--- src/rtl/prio_pkg.sv ---
// Shared definitions for the prio_enc_arb block: mode encodings and the
// index-width helper used by the arbiter and its priority encoder.
package prio_pkg;

  localparam logic MODE_FIXED = 1'b0;
  localparam logic MODE_RR    = 1'b1;

  // Index width for an N-entry vector; a single source still needs one bit.
  function automatic int idx_w(input int n);
    return (n > 1) ? $clog2(n) : 1;
  endfunction

endpackage

--- src/rtl/prio_enc_n.sv ---
// Combinational wrap-around priority encoder.
// Search order starts at start-1 and walks downwards, wrapping modulo N, so
// start = 0 gives the plain "highest index wins" order.
module prio_enc_n
  import prio_pkg::*;
#(
  parameter int N = 8,
  localparam int W = idx_w(N)
) (
  input  logic [N-1:0] vec,
  input  logic [W-1:0] start,
  output logic [W-1:0] idx,
  output logic         found
);

  if (N == 1) begin : g_single
    // One source: the index is always 0, only the found flag carries information.
    always_comb begin
      idx   = '0;
      found = vec[0];
    end
  end else begin : g_multi
    int          pos;
    logic [W-1:0] pos_w;

    // Walk the search order from its far end so the earliest candidate is assigned last and wins.
    always_comb begin
      idx   = '0;
      found = 1'b0;
      pos   = 0;
      pos_w = '0;
      for (int k = N; k >= 1; k--) begin
        pos   = (int'(start) + N - k) % N;
        pos_w = W'(pos);
        if (vec[pos_w]) begin
          idx   = pos_w;
          found = 1'b1;
        end
      end
    end
  end

endmodule

--- src/rtl/prio_enc_arb.sv ---
// Registered priority/round-robin arbiter for single-cycle request events.
// Requests are latched into a pending vector; one pending index at a time is
// offered on a valid/ready output and cleared when the consumer accepts it.
// Optional build macro PRIO_MASK_EN adds a mask input that hides pending
// sources from selection without stopping them from latching.
module prio_enc_arb
  import prio_pkg::*;
#(
  parameter int N = 8,
  localparam int W = idx_w(N)
) (
  input  logic         clk,
  input  logic         rst_n,
  input  logic [N-1:0] req,
  input  logic         rr_mode,
  output logic         out_valid,
  input  logic         out_ready,
  output logic [W-1:0] out_idx,
  output logic [N-1:0] pend,
  output logic         overrun
`ifdef PRIO_MASK_EN
  ,
  input  logic [N-1:0] mask
`endif
);

  logic         accept;
  logic         load;
  logic [N-1:0] clear_mask;
  logic [N-1:0] pend_eff;
  logic [N-1:0] elig;
  logic [W-1:0] ptr;
  logic [W-1:0] start;
  logic [W-1:0] sel_idx;
  logic         sel_found;

  assign accept = out_valid & out_ready;
  assign load   = ~out_valid | accept;

  // One-hot of the index being accepted this cycle (all zero when no accept).
  always_comb begin
    clear_mask = '0;
    for (int i = 0; i < N; i++) begin
      if (accept && (out_idx == W'(i))) clear_mask[i] = 1'b1;
    end
  end

  assign pend_eff = pend & ~clear_mask;

`ifdef PRIO_MASK_EN
  assign elig = pend_eff & ~mask;
`else
  assign elig = pend_eff;
`endif

  // Fixed mode searches from 0, i.e. highest index first; round-robin from the last accepted index.
  assign start = (rr_mode == MODE_RR) ? ptr : '0;

  prio_enc_n #(.N(N)) u_enc (
    .vec   (elig),
    .start (start),
    .idx   (sel_idx),
    .found (sel_found)
  );

  // Pending vector, overrun pulse and round-robin pointer; a new request beats a same-cycle clear.
  always_ff @(posedge clk or negedge rst_n) begin
    if (!rst_n) begin
      pend    <= '0;
      overrun <= 1'b0;
      ptr     <= '0;
    end else begin
      pend    <= pend_eff | req;
      overrun <= |(req & pend & ~clear_mask);
      if (accept) ptr <= out_idx;
    end
  end

  // Output register: reload only when empty or on accept so an offered index is never retracted.
  always_ff @(posedge clk or negedge rst_n) begin
    if (!rst_n) begin
      out_valid <= 1'b0;
      out_idx   <= '0;
    end else if (load) begin
      out_valid <= sel_found;
      if (sel_found) out_idx <= sel_idx;
    end
  end

endmodule
--- config.mk ---
export PLATFORM = sky130hd
export DESIGN_NAME = prio_enc_arb
export DESIGN_NICKNAME = d
export VERILOG_FILES = /design/src/rtl/prio_pkg.sv /design/src/rtl/prio_enc_n.sv /design/src/rtl/prio_enc_arb.sv
export SDC_FILE = /design/constraint.sdc
export NUM_CORES = 1
export LEC_CHECK = 0
export ABC_AREA = 1
export CORE_MARGIN = 2
export CORE_UTILIZATION = 65
export DETAILED_ROUTE_END_ITERATION = 7
export DONT_BUFFER_PORTS = 1
export HOLD_SLACK_MARGIN = 0.12
export PLACE_DENSITY_LB_ADDON = 0.2
export SYNTH_ARGS = -nofsm -noshare
export SYNTH_HDL_FRONTEND = slang
export SYNTH_HIERARCHICAL = 1
export SYNTH_SLANG_ARGS = --single-unit
--- constraint.sdc ---
create_clock -name clk -period 3.51 [get_ports clk]
set_clock_uncertainty 0.05 [all_clocks]
set_input_delay 0.702 -clock clk [delete_from_list [all_inputs] [get_ports clk]]
set_output_delay 0.702 -clock clk [all_outputs]
set_load 0.05 [all_outputs]
==> flow_summary.html <==
<table>
<tr><th>Metric</th><th>Value</th></tr>
<tr><th colspan="2">Detailed routing</th></tr>
<tr><td>Routed vias</td><td>1501</td></tr>
<tr><td>Detailed Route WL</td><td>3702 microns</td></tr>
<tr><td>DR WL/cell</td><td>14.18 microns</td></tr>
<tr><td>1st-iter DRT viols</td><td>35</td></tr>
<tr><td>Vias per cell</td><td>5.751</td></tr>
<tr><td>DRC violation count after routing</td><td>0</td></tr>
<tr><td>First-pass iteration count of the detailed router</td><td>4</td></tr>
<tr><td>Routed Antenna Nets</td><td>0</td></tr>
<tr><th colspan="2">Floorplanning</th></tr>
<tr><td>Horizontal die dimension</td><td>52.26 microns</td></tr>
<tr><td>Overall die area</td><td>2731 sq um</td></tr>
<tr><td>Cell Rows</td><td>17</td></tr>
<tr><td>Die outline height</td><td>52.26 microns</td></tr>
<tr><td>Total core area</td><td>2212 sq um</td></tr>
<tr><td>Starting Density</td><td>0.6844</td></tr>
<tr><td>Count of pins on the block boundary</td><td>25</td></tr>
<tr><th colspan="2">Finish</th></tr>
<tr><td>Area used by multi-input combinational logic</td><td>957.2 sq um</td></tr>
<tr><td>Most common cell after layout, fill and taps aside</td><td>nand2_1</td></tr>
<tr><td>Register area</td><td>400.4 sq um</td></tr>
<tr><td>Area added between synthesis and finish</td><td>3.967%</td></tr>
<tr><td>Final layout net count</td><td>249</td></tr>
<tr><td>Number of cells in the finished layout apart from fillers</td><td>261</td></tr>
<tr><td>Top library cells by usage in the layout, fill and taps aside</td><td>nand2_1 (77), nand3_1 (27), inv_1 (26)</td></tr>
<tr><td>Antenna diode count</td><td>0</td></tr>
<tr><td>Post-route standard cell area excluding fillers</td><td>1574 sq um</td></tr>
<tr><td>Fraction of layout instances using a drive strength above 1</td><td>0.1588</td></tr>
<tr><td>Filler cell count in the final layout</td><td>192</td></tr>
<tr><th colspan="2">Synth</th></tr>
<tr><td>Fraction of synthesized area in multiplexers</td><td>0</td></tr>
<tr><td>Post-synth cell types</td><td>31</td></tr>
<tr><td>Share of the synthesized area in the top cell type</td><td>0.2645</td></tr>
<tr><td>Post-synthesis average cell area</td><td>6.611 sq um</td></tr>
<tr><td>Post-synthesis xor/xnor area fraction</td><td>0.02727</td></tr>
<tr><td>Number of warnings issued by yosys</td><td>6</td></tr>
<tr><td>Total of flip-flops plus latches after synthesis</td><td>16</td></tr>
<tr><td>Count of mapped cells out of synthesis</td><td>229</td></tr>
<tr><td>Most area-consuming cells after synthesis</td><td>dfrtp_1 (26%), nand2_1 (19%), nand3_1 (8.9%), inv_1 (6.4%), nand3_2 (6.0%)</td></tr>
<tr><td>Share of the yosys chip area belonging to registers</td><td>0.2645</td></tr>
<tr><td>Adder and majority cell fraction of the synthesized area</td><td>0.01653</td></tr>
<tr><td>Compound-Gate Fraction of Synth Area</td><td>0.07603</td></tr>
<tr><td>Netlist area before placement</td><td>1514 sq um</td></tr>
<tr><td>Post-Synth Simple-Gate Area</td><td>0.5124</td></tr>
<tr><td>Dominant cell type by area after synthesis</td><td>dfrtp_1</td></tr>
<tr><td>Post-Syn Nets</td><td>243</td></tr>
<tr><td>Largest family of logic cells by synthesized area</td><td>simple AND/OR/NAND/NOR gates</td></tr>
<tr><th colspan="2">Hold path</th></tr>
<tr><td>Min-delay worst type</td><td>flop to flop</td></tr>
<tr><td>Destination of the worst hold path</td><td>ptr[2]$_DFFE_PN0P_</td></tr>
<tr><td>Worst Hold Depth</td><td>2</td></tr>
<tr><td>Startpoint of the lowest-slack hold path</td><td>ptr[2]$_DFFE_PN0P_</td></tr>
<tr><th colspan="2">STA</th></tr>
<tr><td>Maximum clock rate</td><td>353.8 MHz</td></tr>
<tr><td>Number of slew-limit violations in the final report</td><td>0</td></tr>
<tr><td>Final Hold Fails</td><td>0</td></tr>
<tr><td>Setup repair after global routing missed its margin</td><td>no</td></tr>
<tr><td>Fin crit share</td><td>0.8052</td></tr>
<tr><td>Setup TNS</td><td>0 ns</td></tr>
<tr><td>Final period demand of the worst path</td><td>2.826 ns</td></tr>
<tr><td>Hold Slack</td><td>0.4563 ns</td></tr>
<tr><td>Final setup violating endpoints</td><td>0</td></tr>
<tr><td>Max transition margin</td><td>0.4972</td></tr>
<tr><td>Worst-Margin Slew</td><td>0.7517 ns</td></tr>
<tr><th colspan="2">Critical path</th></tr>
<tr><td>Worst R2R Path Depth</td><td>13</td></tr>
<tr><td>Register-to-register setup slack</td><td>0.68 ns</td></tr>
<tr><td>Worst r2r dst</td><td>out_idx[1]$_DFFE_PN0P_</td></tr>
<tr><td>RR Startpoint</td><td>out_valid$_DFFE_PN0N_</td></tr>
<tr><td>Crit path arrival time</td><td>2.99 ns</td></tr>
<tr><td>Sort of element at the start of the critical path</td><td>flop</td></tr>
<tr><td>Biggest fanout along the worst timing path</td><td>7</td></tr>
<tr><td>Required time at the endpoint of the critical path</td><td>3.67 ns</td></tr>
<tr><td>Worst Path Class, Setup</td><td>flop to flop</td></tr>
<tr><td>Type of element capturing the critical path</td><td>flop</td></tr>
<tr><th colspan="2">Run</th></tr>
<tr><td>Max-capacitance violation count</td><td>0</td></tr>
<tr><th colspan="2">Clocking</th></tr>
<tr><td>CTS max path bufs</td><td>2</td></tr>
<tr><td>Level count of the clock H-tree</td><td>1</td></tr>
<tr><td>Number of hold buffers added after CTS</td><td>1</td></tr>
<tr><td>Sinks on the clock net</td><td>16</td></tr>
<tr><td>Clock transition at the registers of the reported paths</td><td>0.09 ns</td></tr>
<tr><td>Clock root buffer</td><td>clkbuf_4</td></tr>
<tr><td>Clock latency on the worst-skew pair</td><td>0.28 ns</td></tr>
<tr><td>Post-CTS Setup Inserts</td><td>0</td></tr>
<tr><td>CTS Buf Count</td><td>3</td></tr>
<tr><td>Number of gates given a new drive strength after cts</td><td>0</td></tr>
<tr><td>TritonCTS clock tree</td><td>built</td></tr>
<tr><th colspan="2">Place</th></tr>
<tr><td>Number of placed instances, taps included</td><td>257</td></tr>
<tr><td>Final HPWL from detailed placement</td><td>3037 microns</td></tr>
<tr><td>RePlAce Congestion</td><td>1.004</td></tr>
<tr><td>Total cell area at the placement stage</td><td>1541 sq um</td></tr>
<tr><td>Number of port buffers</td><td>0</td></tr>
<tr><th colspan="2">Power</th></tr>
<tr><td>Maximum vdd drop</td><td>0.5919 mV</td></tr>
<tr><td>Power density over the cells</td><td>825.4 nW/um^2</td></tr>
<tr><td>Reported leakage power</td><td>0.8406 nW</td></tr>
<tr><th colspan="2">Global route</th></tr>
<tr><td>Largest net degree at the start of global routing</td><td>17</td></tr>
<tr><td>Antenna violations before repair</td><td>0</td></tr>
<tr><td>Wire length of the first global-routing pass</td><td>6154 microns</td></tr>
<tr><td>Remaining global-route overflow</td><td>0</td></tr>
<tr><td>Aggregate global-route resource usage</td><td>0.3026</td></tr>
<tr><td>Via count of the first global-routing pass</td><td>1370</td></tr>
<tr><th colspan="2">Run status</th></tr>
<tr><td>Result of the run</td><td>completed</td></tr>
</table>
[synth_stat cells]
cell and number:
nand2_1 77, o21ai_1 1, a21boi_1 1, or2_1 8, o21ai_0 2, nand2_4 2, nor2_4 1, nor2_2 2
nand4_1 3, a21oi_1 8, clkinv_2 1, nand3_1 27, dfrtp_1 16, xnor2_2 1, nor2_1 10, xnor2_1 1
nand3_4 1, inv_1 26, nand3_2 9, ha_1 2, a31oi_1 1, o21bai_1 4, nor3_1 2, a21oi_2 1
and2_1 5, xor2_2 1, buf_6 2, o21a_1 1, inv_12 1, nand2_2 8, inv_2 4
[routing by layer]
metal	part of all wire	GRT usage	vias up
met5	0	0	-
met4	0.0022	0.01282	0
met3	0.078	0.07714	2
met2	0.47	0.5042	56
met1	0.45	0.4168	709
li1	-	-	734
[layout make-up]
cell class | instances | share of cell area
clock buffers | 3 | 0.01431
inverters | 32 | 0.08506
well taps | 28 | 0.02226
repair buffers | 3 | 0.01590
flip-flops and latches | 16 | 0.2544
multi-input cells | 179 | 0.6081
[worst max-delay path, cell delays in order, from the launching register on]
cell	delay, ns
dfrtp_1	0.71
nand2_2	0.25
nor2_4	0.20
nand2_1	0.11
and2_1	0.19
nand2_1	0.10
nand3_1	0.12
nand3_1	0.16
nand2_1	0.14
nor3_1	0.21
nand4_1	0.14
nand2_1	0.20
nor2_1	0.06
a21oi_1	0.12
[where the power goes]
group          internal, mW  total [mW]  switching (mW)
Sequential            0.226       0.336           0.110
Clock                0.0399      0.0968          0.0570
Combinational         0.275       0.867           0.591
[cells by family after synthesis]
kind of cell | count (synthesis)
fa+ha+maj | 2
compound gates | 19
xor+xnor | 3
simple gates | 155
flops | 16
buf+inv | 34
[worst max path at each step]
stage | slack (ns) | startpoint | end
3_5_place_dp | 0.51 | rr_mode | out_idx[1]$_DFFE_PN0P_
6_report | 0.68 | out_valid$_DFFE_PN0N_ | out_idx[1]$_DFFE_PN0P_
2_1_floorplan | 0.98 | rr_mode | out_idx[1]$_DFFE_PN0P_
5_1_grt | 0.41 | out_valid$_DFFE_PN0N_ | out_idx[1]$_DFFE_PN0P_
3_3_place_gp | 0.59 | rr_mode | out_idx[1]$_DFFE_PN0P_
4_1_cts | 0.72 | out_valid$_DFFE_PN0N_ | out_idx[1]$_DFFE_PN0P_
[stage by stage]
step           utilization  power [mW]  worst slack, ns
6_report            0.7115       1.299           0.6837
5_1_grt             0.7115       1.408           0.4139
4_1_cts             0.7115       1.281           0.7242
3_5_place_dp        0.6968       1.178           0.5130
3_3_place_gp        0.6968       1.160           0.5863
2_1_floorplan            -       1.014           0.9754
[registers in the layout, summed over array words and instances, names as in the netlist]
signal and count:
out_valid 1, overrun 1, ptr 3, pend 8, out_idx 3
Note: power is estimated with default switching activity, not from simulation.
